[config.mk]
export PLATFORM = sky130hd
export DESIGN_NAME = np_fetch
export DESIGN_NICKNAME = d
export VERILOG_FILES = /design/src/rtl/np_fetch.sv
export SDC_FILE = /design/constraint.sdc
export NUM_CORES = 1
export LEC_CHECK = 0
export ABC_AREA = 1
export CORE_AREA = 3 3 110 112
export DETAILED_ROUTE_END_ITERATION = 12
export DIE_AREA = 0 0 113 115
export PLACE_DENSITY_LB_ADDON = 0.12
export SETUP_SLACK_MARGIN = 0.15
export SLEW_MARGIN = 40
export SYNTH_ARGS = -nofsm -noshare
export SYNTH_HDL_FRONTEND = slang
export SYNTH_SLANG_ARGS = --single-unit
[constraint.sdc]
create_clock -name clk -period 3.4 [get_ports clk]
set_input_delay 0.68 -clock clk [delete_from_list [all_inputs] [get_ports clk]]
set_output_delay 0.68 -clock clk [all_outputs]
set_load 0.005 [all_outputs]
[src/rtl/np_fetch.sv]
// Instruction fetch stage for the np core: issues sequential reads, buffers returned
// words in a small prefetch queue and hands them to execute over valid/ready.
module np_fetch #(
    parameter int WIDTH    = 32,
    parameter int ADDRSIZE = 12,
    parameter int DEPTH    = 2
) (
    input  logic                clk,
    input  logic                reset,
    output logic                mem_rd,
    output logic [ADDRSIZE-1:0] mem_addr,
    input  logic [WIDTH-1:0]    mem_rdata,
    output logic [WIDTH-1:0]    ir,
    output logic [ADDRSIZE-1:0] ir_pc,
    output logic                ir_valid,
    input  logic                ir_ready,
    input  logic                br_taken,
    input  logic [ADDRSIZE-1:0] br_target,
    output logic                halt
);

    localparam int PW = $clog2(DEPTH);
    localparam int CW = PW + 1;
    localparam logic [3:0] OP_HLT = 4'b1011;

    logic [ADDRSIZE-1:0] pc;
    logic [ADDRSIZE-1:0] inflight_addr;
    logic                inflight;
    logic                stopped;
    logic [WIDTH-1:0]    q_data [DEPTH];
    logic [ADDRSIZE-1:0] q_pc   [DEPTH];
    logic [PW-1:0]       rd_ptr;
    logic [PW-1:0]       wr_ptr;
    logic [CW-1:0]       count;
    logic [CW-1:0]       occupancy;
    logic                pop;
    logic                push;

    assign ir_valid = (count != '0);
    assign ir       = q_data[rd_ptr];
    assign ir_pc    = q_pc[rd_ptr];
    assign pop      = ir_valid && ir_ready && !br_taken;
    assign push     = inflight && !br_taken;

    // Slots already claimed once this cycle's pop is accounted for; a new read
    // may only be issued if its returning word is guaranteed a queue entry.
    assign occupancy = count + CW'(inflight) - CW'(pop);
    assign mem_rd    = reset && !stopped && !br_taken && (occupancy < CW'(DEPTH));
    assign mem_addr  = pc;

    always_ff @(posedge clk or negedge reset) begin
        if (!reset) begin
            pc            <= '0;
            inflight      <= 1'b0;
            inflight_addr <= '0;
            stopped       <= 1'b0;
            halt          <= 1'b0;
            rd_ptr        <= '0;
            wr_ptr        <= '0;
            count         <= '0;
            for (int i = 0; i < DEPTH; i++) begin
                q_data[i] <= '0;
                q_pc[i]   <= '0;
            end
        end else if (br_taken) begin
            // Redirect drops everything, including the word returning this cycle.
            pc       <= br_target;
            inflight <= 1'b0;
            stopped  <= 1'b0;
            halt     <= 1'b0;
            rd_ptr   <= '0;
            wr_ptr   <= '0;
            count    <= '0;
        end else begin
            inflight <= mem_rd;
            if (mem_rd) begin
                inflight_addr <= pc;
                pc            <= pc + ADDRSIZE'(1);
            end
            if (push) begin
                q_data[wr_ptr] <= mem_rdata;
                q_pc[wr_ptr]   <= inflight_addr;
                wr_ptr         <= wr_ptr + PW'(1);
                if (mem_rdata[WIDTH-1 -: 4] == OP_HLT) begin
                    stopped <= 1'b1;
                end
            end
            if (pop) begin
                rd_ptr <= rd_ptr + PW'(1);
                if (ir[WIDTH-1 -: 4] == OP_HLT) begin
                    halt <= 1'b1;
                end
            end
            count <= count + CW'(push) - CW'(pop);
        end
    end

endmodule

Word-level counts from Yosys, hierarchy flattened
Cells that the tools add are included.

storage, ports and cells
  bits in registers = 119
  output and inout bits = 59
  logic and storage cells = 73

operators by class
  add/sub/neg operators = 7
  magnitude comparators = 4
  equal/unequal tests = 2
  muxes and demuxes = 26
  bitwise operators = 3
  reduce and logical (&&, ||, !) cells = 19

operators with widths
  kind                                                                  count
  32-bit two-way mux                                                    4
  12-bit two-way mux                                                    6
  64-bit bitwise mux                                                    1
  32-bit demux with 1-bit select                                        1
  24-bit bitwise mux                                                    1
  12-bit by 1-bit adder with 12-bit output, second input constant       1
  12-bit demux with 1-bit select                                        1
  2-bit nonzero test                                                    6
  1-bit two-way mux                                                     11
  4-bit == test, second input constant                                  2
  2-bit AND reduction                                                   4
  1-bit logical AND                                                     7
  2-bit by 1-bit adder with 2-bit output                                2
  2-bit greater-or-equal comparator, second input constant              2
  1-bit inverter with 2-bit output                                      2
  2-bit by 1-bit subtractor with 2-bit output                           2
  1-bit adder, second input constant                                    2
  1-bit logical NOT                                                     2
  2-bit by 1-bit < comparator with 1-bit output, second input constant  1
  2-bit < comparator, second input constant                             1
  2-bit two-way mux                                                     1
  1-bit inverter                                                        1

Logic depth before layout (Yosys ltp)
  word-level depth = 8
  depth in mapped cells = 14
  gate-level depth less buffers = 14

Worst setup path before layout
Ideal clock, no wire load.

  path type = input port to output port
  start point = input br_taken
  end point = output mem_rd
  arrival = 1.870 ns
  data required time = 2.720 ns
  path slack = 0.850 ns
  stages = 9
  cells stage by stage = buf_6 > nor2_1 > ha_1 > nor2_1 > inv_1 > nand2_1 > nand3_2 > inv_2 > buf_4

between the ends
  word-level cells in the longest chain between the ends = 5
  elaborated cells between the ends (all ways) = 6

RTL lines
  item                                         RTL line  text
  start, declared                              17        input logic br_taken,
  1-bit logical NOT *                          42, 48
  1-bit logical AND                            42        assign pop = ir_valid && ir_ready && !br_taken;
  2-bit by 1-bit subtractor with 2-bit output  47        assign occupancy = count + CW'(inflight) - CW'(pop);
  2-bit < comparator                           48        assign mem_rd = reset && !stopped && !br_taken && (occupancy < CW'(DEPTH));
  1-bit logical AND *                          48
  end, declared                                10        output logic mem_rd,

Mark *: on every way between the ends. The rest lies on a longest branch, timed or not.

Worst setup path in the final report
  start point = input ir_ready
  end point = output mem_rd

between the ends
  word-level cells in the longest chain between the ends = 5

RTL lines
  item                                         RTL line  text
  start, declared                              16        input logic ir_ready,
  1-bit logical AND (2 in a row)               42
  2-bit by 1-bit subtractor with 2-bit output  47
  2-bit < comparator                           48
  1-bit logical AND                            48

No other way between the ends.

==> summary.md <==
| Metric | Value |
|---|---|
| Post-synthesis sequential area ratio | `55.0%` |
| Final worst path period share | `82.5%` |
| Drt via density | `4.93` |
| Ant diodes | `0` |
| Maximum capacitance violations | `0` |
| Placer Congestion | `0.798` |
| Number of synthesized register bits | `119` |
| H-tree Lvls | `4` |
| Initial core utilization | `47.8%` |
| Worst vdd ir | `376 uV` |
| Worst setup margin | `0.595 ns` |
| Mapped Nets | `732` |
| Rows | `39` |
| First-pass GRT wire length | `21,500 um` |
| CTS Root Cell | `clkbuf_16` |
| Pwr per Cell Area | `720 nW/um2` |
| Switching Share | `27.5%` |
| Mapped cell area | `5410 um2` |
| Finished Layout Cells | `940` |
| I/O pin cnt | `107` |
| RSZ-0062 raised after global routing | `no` |
| Top cells by count, synth | `nand2_1, dfrtp_1, o21ai_0, inv_1, nand3_1` |
| Die Y | `115 um` |
| Async SR Flop Fraction | `100%` |
| Post-synth EDFFs | `0` |
| Internal power | `3.78 mW` |
| CTS sink cnt | `119` |
| Mean Syn Cell Area | `7.96 um2` |
| # setup viols final | `0` |
| Wire length per cell | `13.0 um` |
| Synth area leader | `dfrtp_1` |
| Die X | `113 um` |
| Switching pwr | `1.43 mW` |
| Yosys cell types | `26` |
| DRT Pass-1 Iters | `5` |
| CTS tree | `built` |
| Arrival @ worst endpoint | `2.12 ns` |
| Max FO, Critical Path | `3` |
| Most repeated cell in the gate-level netlist after synthesis | `nand2_1` |
| Fin crit period | `2.80 ns` |
| Iter 0 DRT Violations | `344` |
| Clock power frac | `35.2%` |
| Synth-to-Final Area Change | `33.7%` |
| Clk slew on worst S/H paths | `0.05 ns` |
| Cts hold-fix bufs | `0` |
| Hpwl dp | `7910 um` |
| Worst skew pair latency | `0.40 ns` |
| Combinational Power Share | `24.9%` |
| Worst setup EP type | `output port` |
| PortBufs | `106` |
| Core region area | `11,300 um2` |
| Worst Skew | `0.00833 ns` |
| Top cells by area, synth | `dfrtp_1, nand2_1, o21ai_0, inv_1, nand3_1` |
| Cts bufs inserted | `17` |
| Setup tns final | `0 ns` |
| Flop pwr share | `39.9%` |
| Initial antenna violation count | `0` |
| Remaining antenna violation count after routing | `0` |
| Slew headroom | `56.1%` |
| Fmax | `357 MHz` |
| Final hold violation count | `0` |
| Overflow after GRT | `0` |
| Via Count | `4,633` |
| Die area | `13,000 um2` |
| Top cell type's share of synthesized area | `55.0%` |
| HP Class | `in2async` |
| CP Launch Type | `input pin` |
| Setup CP Type | `in2out` |
| Place WS | `0.203 ns` |
| Worst-Margin Slew | `0.659 ns` |
| Gr usage total | `20.5%` |
| Yosys warning count | `0` |
| Routed Wire Length | `12,300 um` |
| Dpl cells | `907` |
| CTS Buffer Depth | `2` |
| Final-report max-slew violation count | `0` |
| Number of global-route vias before repair | `4,603` |
| Ys flop type | `dfrtp_1` |
| Final layout net count | `836` |
| Static leakage | `3.67 nW` |
| Critical path data required time | `2.72 ns` |
| Largest net degree at the start of global routing | `89` |
| Layout cells sized above 1 | `7.40%` |
| Cells after synthesis | `680` |
| DRC | `0` |
| Status | `complete, no violations` |
[per-layer routing]
metal	vias to the layer above	part of all wire, %	track usage [%]
met5	-	0	0
met4	0	1.5	8.57
met3	17	5.2	5.21
met2	124	48	32.1
met1	2171	45	27.3
li1	2321	-	-
[path summary, 6_finish.rpt]
| path | from | endpoint | slack (ns) | cells after the start |
|---|---|---|---|---|
| worst max-delay path | ir_ready | mem_rd | 0.60 | 10 |
| worst min-delay path | reset | q_data[14] | 0.37 | 2 |
| worst max register to register | count[1] | mem_addr[2] | 1.23 | 12 |
| worst min register to register | q_data[35] | q_data[35] | 0.48 | 2 |
| max in group asynchronous | reset | q_pc[14] | 1.98 | 3 |
| min in group clk | q_data[35] | q_data[35] | 0.48 | 2 |
[final cells by class]
class,instances,area [um2]
clock buffer,24,502
sequential,119,2980
clock inverter,8,118
multi-input combinational,457,2000
fill,968,4080
timing repair buffer,119,1190
inverter,70,268
tap,143,179
[power by group through the flow]
stage	Sequential, mW	Combinational, mW	Clock (mW)
3_5_place_dp	2.09	1.31	0
5_1_grt	2.13	1.48	1.94
2_1_floorplan	2.03	0.658	0
4_1_cts	2.07	1.32	1.87
6_report	2.08	1.30	1.83
3_3_place_gp	2.07	1.28	0
[worst max-delay path: stages]
cell,delay (ns)
clkdlybuf4s50_1,0.45
nand2_1,0.08
nor2_2,0.15
ha_1,0.26
nor2_2,0.12
inv_1,0.04
nand2_1,0.07
nand3_2,0.07
inv_2,0.08
dlymetal6s2s_1,0.12
[logic make-up after synthesis]
| logic type | share of synthesized area [%] |
|---|---|
| AO/OA/AOI/OAI | 10.4 |
| XOR/XNOR | 1.13 |
| adder cells (fa/ha/maj) | 0.924 |
| buffers and inverters | 8.16 |
| flip-flops | 55.0 |
| AND/OR/NAND/NOR | 24.3 |
[cells in the final DEF (no fill, tap or decap), types with 2 or more instances in the layout]
cell	instances
clkbuf_16	17
clkbuf_1	2
nand3_2	2
clkinv_2	4
dfrtp_1	119
o21ai_1	8
xor2_1	5
clkdlybuf4s50_1	104
or2_2	2
o21ai_0	94
clkbuf_8	6
inv_2	2
buf_4	11
bufinv_16	3
inv_1	67
nor2_1	14
nor2_2	2
nand2_1	289
ha_1	4
nand4_1	3
o21ai_2	5
nand3_1	24
xnor2_1	2
buf_12	2
[through the flow]
step	utilization (%)	cell area, um2	hold slack (ns)	power [mW]
2_1_floorplan	-	5410	0.384	2.69
3_3_place_gp	58.3	6600	0.460	3.35
3_5_place_dp	58.3	6600	0.466	3.40
4_1_cts	63.8	7220	0.370	5.27
5_1_grt	63.9	7240	0.401	5.55
6_report	63.9	7240	0.366	5.21
[timing repair]
action	CTS	global route
buffers inserted	0	1
resized for setup	0	3
endpoints found under the hold margin	0	0
setup endpoints to repair	0	1
[state kept, by name, summed over array words and instances (netlist names)]
name,flops
count,2
halt,1
inflight,1
inflight_addr,12
mem_addr,12
q_data,64
q_pc,24
rd_ptr,1
stopped,1
wr_ptr,1
No activity file was read; power rests on OpenSTA's default activity.
